--- config.mk ---
export PLATFORM = sky130hd
export DESIGN_NAME = rf_scoreboard
export DESIGN_NICKNAME = d
export VERILOG_FILES = /design/src/rtl/rf_scoreboard.sv
export SDC_FILE = /design/constraint.sdc
export NUM_CORES = 1
export LEC_CHECK = 0
export ABC_AREA = 1
export CORE_AREA = 2 2 183 185
export DETAILED_ROUTE_END_ITERATION = 8
export DIE_AREA = 0 0 185 187
export PLACE_DENSITY = 0.69
export SYNTH_ARGS = -nofsm -noshare
export SYNTH_HDL_FRONTEND = slang
export SYNTH_SLANG_ARGS = --single-unit
--- constraint.sdc ---
create_clock -name clk -period 21.7 [get_ports clk]
set_clock_uncertainty 0.1 [all_clocks]
set_input_delay 4.34 -clock clk [delete_from_list [all_inputs] [get_ports clk]]
set_output_delay 4.34 -clock clk [all_outputs]
set_load 0.01 [all_outputs]
--- src/rtl/rf_scoreboard.sv ---
// Register-hazard scoreboard: per-register in-flight write counters gating decode issue.
// Optional SB_WB_BYPASS_EN lets a source read the write-back value in the write-back cycle.
module rf_scoreboard #(
  parameter int unsigned NUM_REGS = 32,
  parameter int unsigned CNT_W    = 2,
  parameter int unsigned AW       = 5
) (
  input  logic                clk,
  input  logic                reset,
  input  logic                issue_valid,
  input  logic [AW-1:0]       issue_rs1,
  input  logic [AW-1:0]       issue_rs2,
  input  logic                issue_rd_we,
  input  logic [AW-1:0]       issue_rd,
  output logic                issue_ready,
  output logic                rs1_busy,
  output logic                rs2_busy,
  input  logic                wb_valid,
  input  logic [AW-1:0]       wb_waddr,
  input  logic                flush,
  output logic                sb_err,
  output logic [AW+CNT_W-1:0] inflight
`ifdef SB_WB_BYPASS_EN
  ,
  output logic                rs1_byp,
  output logic                rs2_byp
`endif
);

  localparam int unsigned IW = AW + CNT_W;
  localparam logic [CNT_W-1:0] CntMax = '1;

  logic [CNT_W-1:0] cnt_q [NUM_REGS];
  logic [CNT_W-1:0] cnt_d [NUM_REGS];
  logic             sb_err_q, sb_err_d;
  logic [IW-1:0]    inflight_q, inflight_d;

  logic rs1_raw, rs2_raw, rd_sat, fire, inc_en, dec_en;

  assign rs1_raw = (issue_rs1 != '0) && (cnt_q[issue_rs1] != '0);
  assign rs2_raw = (issue_rs2 != '0) && (cnt_q[issue_rs2] != '0);
  assign rd_sat  = issue_rd_we && (issue_rd != '0) && (cnt_q[issue_rd] == CntMax);

`ifdef SB_WB_BYPASS_EN
  logic rs1_hit, rs2_hit;

  // Last outstanding write to rsN retires this cycle; decode takes wb data instead.
  assign rs1_hit = wb_valid && (wb_waddr == issue_rs1) && (cnt_q[issue_rs1] == CNT_W'(1)) &&
                   !(issue_rd_we && (issue_rd == issue_rs1));
  assign rs2_hit = wb_valid && (wb_waddr == issue_rs2) && (cnt_q[issue_rs2] == CNT_W'(1)) &&
                   !(issue_rd_we && (issue_rd == issue_rs2));
  assign rs1_byp  = rs1_raw && rs1_hit;
  assign rs2_byp  = rs2_raw && rs2_hit;
  assign rs1_busy = rs1_raw && !rs1_hit;
  assign rs2_busy = rs2_raw && !rs2_hit;
`else
  assign rs1_busy = rs1_raw;
  assign rs2_busy = rs2_raw;
`endif

  assign issue_ready = !rs1_busy && !rs2_busy && !rd_sat && !flush;
  assign fire        = issue_valid && issue_ready;
  assign inc_en      = fire && issue_rd_we && (issue_rd != '0);
  assign dec_en      = wb_valid && (wb_waddr != '0);

  always_comb begin
    logic inc_r;
    logic dec_r;
    cnt_d      = cnt_q;
    sb_err_d   = sb_err_q;
    inflight_d = inflight_q;
    inc_r      = 1'b0;
    dec_r      = 1'b0;
    cnt_d[0]   = '0;
    if (flush) begin
      for (int r = 0; r < NUM_REGS; r++) begin
        cnt_d[r] = '0;
      end
      inflight_d = '0;
    end else begin
      for (int r = 1; r < NUM_REGS; r++) begin
        inc_r = inc_en && (issue_rd == AW'(r));
        dec_r = dec_en && (wb_waddr == AW'(r));
        if (inc_r && !dec_r) begin
          cnt_d[r]   = cnt_q[r] + CNT_W'(1);
          inflight_d = inflight_d + IW'(1);
        end else if (dec_r && !inc_r) begin
          if (cnt_q[r] != '0) begin
            cnt_d[r]   = cnt_q[r] - CNT_W'(1);
            inflight_d = inflight_d - IW'(1);
          end else begin
            sb_err_d = 1'b1;
          end
        end
      end
    end
  end

  always_ff @(posedge clk or posedge reset) begin
    if (reset) begin
      for (int r = 0; r < NUM_REGS; r++) begin
        cnt_q[r] <= '0;
      end
      sb_err_q   <= 1'b0;
      inflight_q <= '0;
    end else begin
      cnt_q      <= cnt_d;
      sb_err_q   <= sb_err_d;
      inflight_q <= inflight_d;
    end
  end

  assign sb_err   = sb_err_q;
  assign inflight = inflight_q;

endmodule
==> impl_summary.txt <==
----------------------------------------------------
[Yosys]
  Number of warnings printed during yosys synthesis ... 0
  Mean instance size in the synthesized netlist ... 5.63 µm²
  Net count after synthesis ... 2967
  EDFF count, synth ... 0
  Cell taking the most area after synthesis ... sky130_fd_sc_hd__nand2_1
  Cell area after technology mapping ... 16200 µm²
  Mapped Cells ... 2879
  Number of unique standard cell types used by synthesis ... 57
  Top-area cell type share of the netlist area ... 0.184
  Async set-reset flop share out of synthesis ... 1.00
  FF+latch count, synth ... 70
  Post-synthesis sequential area ratio ... 0.108
  Top cells by area, synth ... sky130_fd_sc_hd__nand2_1, sky130_fd_sc_hd__nand3_1, sky130_fd_sc_hd__dfrtp_1
  Ys flop type ... sky130_fd_sc_hd__dfrtp_1

[Worst hold path]
  Worst Hold End ... cnt_q[0]
  Type of the tightest min-delay check ... flip-flop to flip-flop
  Worst Hold Launch ... cnt_q[0]
  Number of stages on the worst hold path ... 1

[Placed design]
  Instance count after placement with tap cells included ... 3563
  DPL Wire Length ... 43400 µm
  Count of input and output buffers ... 36
  Routability cong. ... 1.01

[Final layout]
  Area of the multi-input gates ... 13500 µm²
  Proportion of layout cells with a drive suffix above 1 ... 0.301
  Fill cell count ... 3156
  Leading cell type in the layout, fill and taps excluded ... sky130_fd_sc_hd__nand2_1
  Final core utilization ... 0.630
  Highest-count cells in the layout ignoring fill and taps ... sky130_fd_sc_hd__nand2_1, sky130_fd_sc_hd__inv_1, sky130_fd_sc_hd__nand3_1
  Footprint of the flip-flops and latches ... 1750 µm²
  Relative area change from synthesis to final layout ... 27.7%
  Number of nets in the layout ... 3278
  Number of non-filler instances in the completed layout ... 3645

[Setup path]
  Number of buffers and inverters on the critical path ... 33
  Critical Path Most Common Cell ... sky130_fd_sc_hd__nand2_2
  Launching element type of the critical path ... input pin
  Capturing element type of the critical path ... flip-flop
  Worst reg2reg path depth ... 166
  Flop2flop setup slack ... 2990 ps
  Largest delay share family, worst path ... adder cells
  Critical-path cell with the highest stage delay ... sky130_fd_sc_hd__ha_1
  Worst reg2reg path endpoint ... inflight[6]
  Worst r2r src ... cnt_q[60]
  Count of cell instances traversed by the critical path ... 169
  Crit path required time ... 21840 ps
  Largest stage delay, worst path ... 310 ps
  Worst Setup Path Type ... input pin to flip-flop
  Data arrival time of the worst path ... 22400 ps
  Crit path max fanout ... 7

[Outcome]
  Outcome ... complete, but fails checks
  Violated checks ... setup timing

[Global route]
  Antenna violations before repair ... 2
  Maximum number of pins on one net before global-route repair ... 71
  Number of global-route vias before repair ... 17836
  Wire length of the first global-routing pass ... 85400 µm
  Met2 global-route usage ... 0.516
  Global-route met1 utilization ... 0.398
  Global-route met3 utilization ... 0.0317
  Overall global routing resource usage ... 0.299
  Remaining global-route overflow ... 0
  Busiest layer in global routing ... met2

[Routing]
  Routed Wire Length ... 53000 µm
  Via count ... 19134
  Residual DRC ... 0
  Initial drt markers ... 1317
  Detailed-route vias per instance ... 5.25
  Average wire length per cell after detail routing ... 14.6 µm
  Pre-Repair DR Iteration Count ... 6
  Remaining antenna violation count after routing ... 0

[Floorplanning]
  Std-Cell Core Area ... 32900 µm²
  Width of the die ... 185 µm
  Starting density of the core ... 0.493
  Total die area ... 34600 µm²
  Die H ... 187 µm
  Num rows ... 67
  Number of primary I/O pins ... 37

[STA]
  Minimum period implied by the final worst setup slack ... 22250 ps
  # setup viols final ... 6
  Total count of max-transition violations in the final report ... 0
  Relative max-transition margin ... 0.281
  Slew of the pin with the lowest slew margin ... 1070 ps
  Post-route setup slack ... -552 ps
  Hold Fails Final Rpt ... 0
  Period utilisation layout ... 1.03
  RSZ-0062 raised after global routing ... yes
  Peak Freq ... 44.9 MHz

[CTS]
  CTS tree ... done
  Sink count of the clock tree ... 70
  Cts-stage hold buffer count ... 0
  Number of clock buffers inserted by TritonCTS ... 9
  Root Buffer Master ... sky130_fd_sc_hd__clkbuf_16
  Clock latency at the later pin of the worst-skew pair ... 350 ps
  CTS clock-pin slew for the worst setup and hold paths ... 60 ps
  Number of levels in the clock H-tree ... 3
  Maximum root-to-sink buffer count ... 2

[Run]
  Max_cap viols ... 0

[Power and ir drop]
  Pwr dens ... 25.3 nW/µm²
  Max VDD drop ... 0.0328 mV
  Sum of internal, switching and leakage power ... 0.524 mW
  Leakage power figure ... 9.81 nW

----------------------------------------------------
-- sequential cells by signal, indices dropped and copies added (netlist names) --
register	count
cnt_q	62
inflight	7
sb_err	1
-- worst reg2reg max path: cells and delay by family (launching register included) --
kind                     cells  cell delay, ps
adder cells (fa/ha/maj)     30            7050
AND/OR/NAND/NOR             71            5990
AO/OA/AOI/OAI               34            3070
buffers and inverters       31            1930
flip-flops                   1             470
-- final cells by class --
cell class                      instances  area share
Clock buffer                           11      0.0117
Clock inverter                          5     0.00623
Inverter                              473      0.0888
Sequential cell                        70      0.0847
Tap cell                              448      0.0271
Multi-Input combinational cell       2312       0.651
Antenna cell                            2    0.000242
Timing Repair inverter                  1    0.000544
Timing Repair Buffer                  323       0.130
-- logic make-up after synthesis --
family                   share of synthesized area
buffers and inverters                        0.120
AND/OR/NAND/NOR                              0.611
XOR/XNOR                                    0.0182
AO/OA/AOI/OAI                               0.0948
adder cells (fa/ha/maj)                     0.0479
flip-flops                                   0.108
-- synthesized netlist by cell type, types with 5 or more instances --
library cell,n
sky130_fd_sc_hd__nand3_4,5
sky130_fd_sc_hd__inv_1,389
sky130_fd_sc_hd__ha_1,62
sky130_fd_sc_hd__o21ai_0,122
sky130_fd_sc_hd__buf_2,6
sky130_fd_sc_hd__nand4_1,43
sky130_fd_sc_hd__clkinv_1,7
sky130_fd_sc_hd__nand2_2,155
sky130_fd_sc_hd__inv_2,73
sky130_fd_sc_hd__nand2_4,106
sky130_fd_sc_hd__nand3_2,84
sky130_fd_sc_hd__nor2_2,7
sky130_fd_sc_hd__nor2_4,7
sky130_fd_sc_hd__nor3_1,58
sky130_fd_sc_hd__o21ai_1,19
sky130_fd_sc_hd__o22ai_1,23
sky130_fd_sc_hd__nor2_1,298
sky130_fd_sc_hd__buf_4,6
sky130_fd_sc_hd__nand3_1,359
sky130_fd_sc_hd__clkbuf_1,8
sky130_fd_sc_hd__dfrtp_1,70
sky130_fd_sc_hd__or2_2,5
sky130_fd_sc_hd__xor2_1,12
sky130_fd_sc_hd__nand2_1,793
sky130_fd_sc_hd__a21oi_1,107
-- per-layer routing --
metal,vias to the layer above,routed length [µm]
met5,-,0
met3,78,2680
li1,9857,-
met4,0,1320
met2,467,25000
met1,8732,24000
-- power by group --
group          switching (mW)  internal (mW)  total (mW)
registers             0.00132          0.131       0.133
logic                   0.120         0.0799       0.200
clock network          0.0636          0.128       0.191
total                   0.185          0.339       0.524
-- timing repair --
| item | in CTS | in global routing |
|---|---|---|
| cloned | 0 | 5 |
| setup buffers | 27 | 32 |
| pin swaps | 16 | 110 |
| endpoints found under the setup margin | 6 | 6 |
| resized for setup | 25 | 167 |
| hold endpoints to repair | 0 | 0 |
-- how the worst max path moves through the flow --
stage	from	end
6_report	issue_rd[0]	inflight[6]
5_1_grt	issue_rs2[1]	inflight[6]
4_1_cts	issue_rd[1]	inflight[6]
3_5_place_dp	issue_rd[0]	inflight[6]
3_3_place_gp	issue_rd[0]	inflight[6]
2_1_floorplan	issue_rd[0]	inflight[6]
-- metrics by stage --
step | setup WS, ps | instance area [µm²] | TNS, ps | hold slack [ps]
floorplan | -666 | 16700 | -3250 | 374
global placement | -1170 | 19100 | -6350 | 427
detailed placement | -1610 | 19100 | -9020 | 424
CTS | -877 | 19800 | -4450 | 442
global route | -1800 | 20700 | -9550 | 478
finish | -552 | 20700 | -2050 | 444
Note: power is estimated with default switching activity, not from simulation.
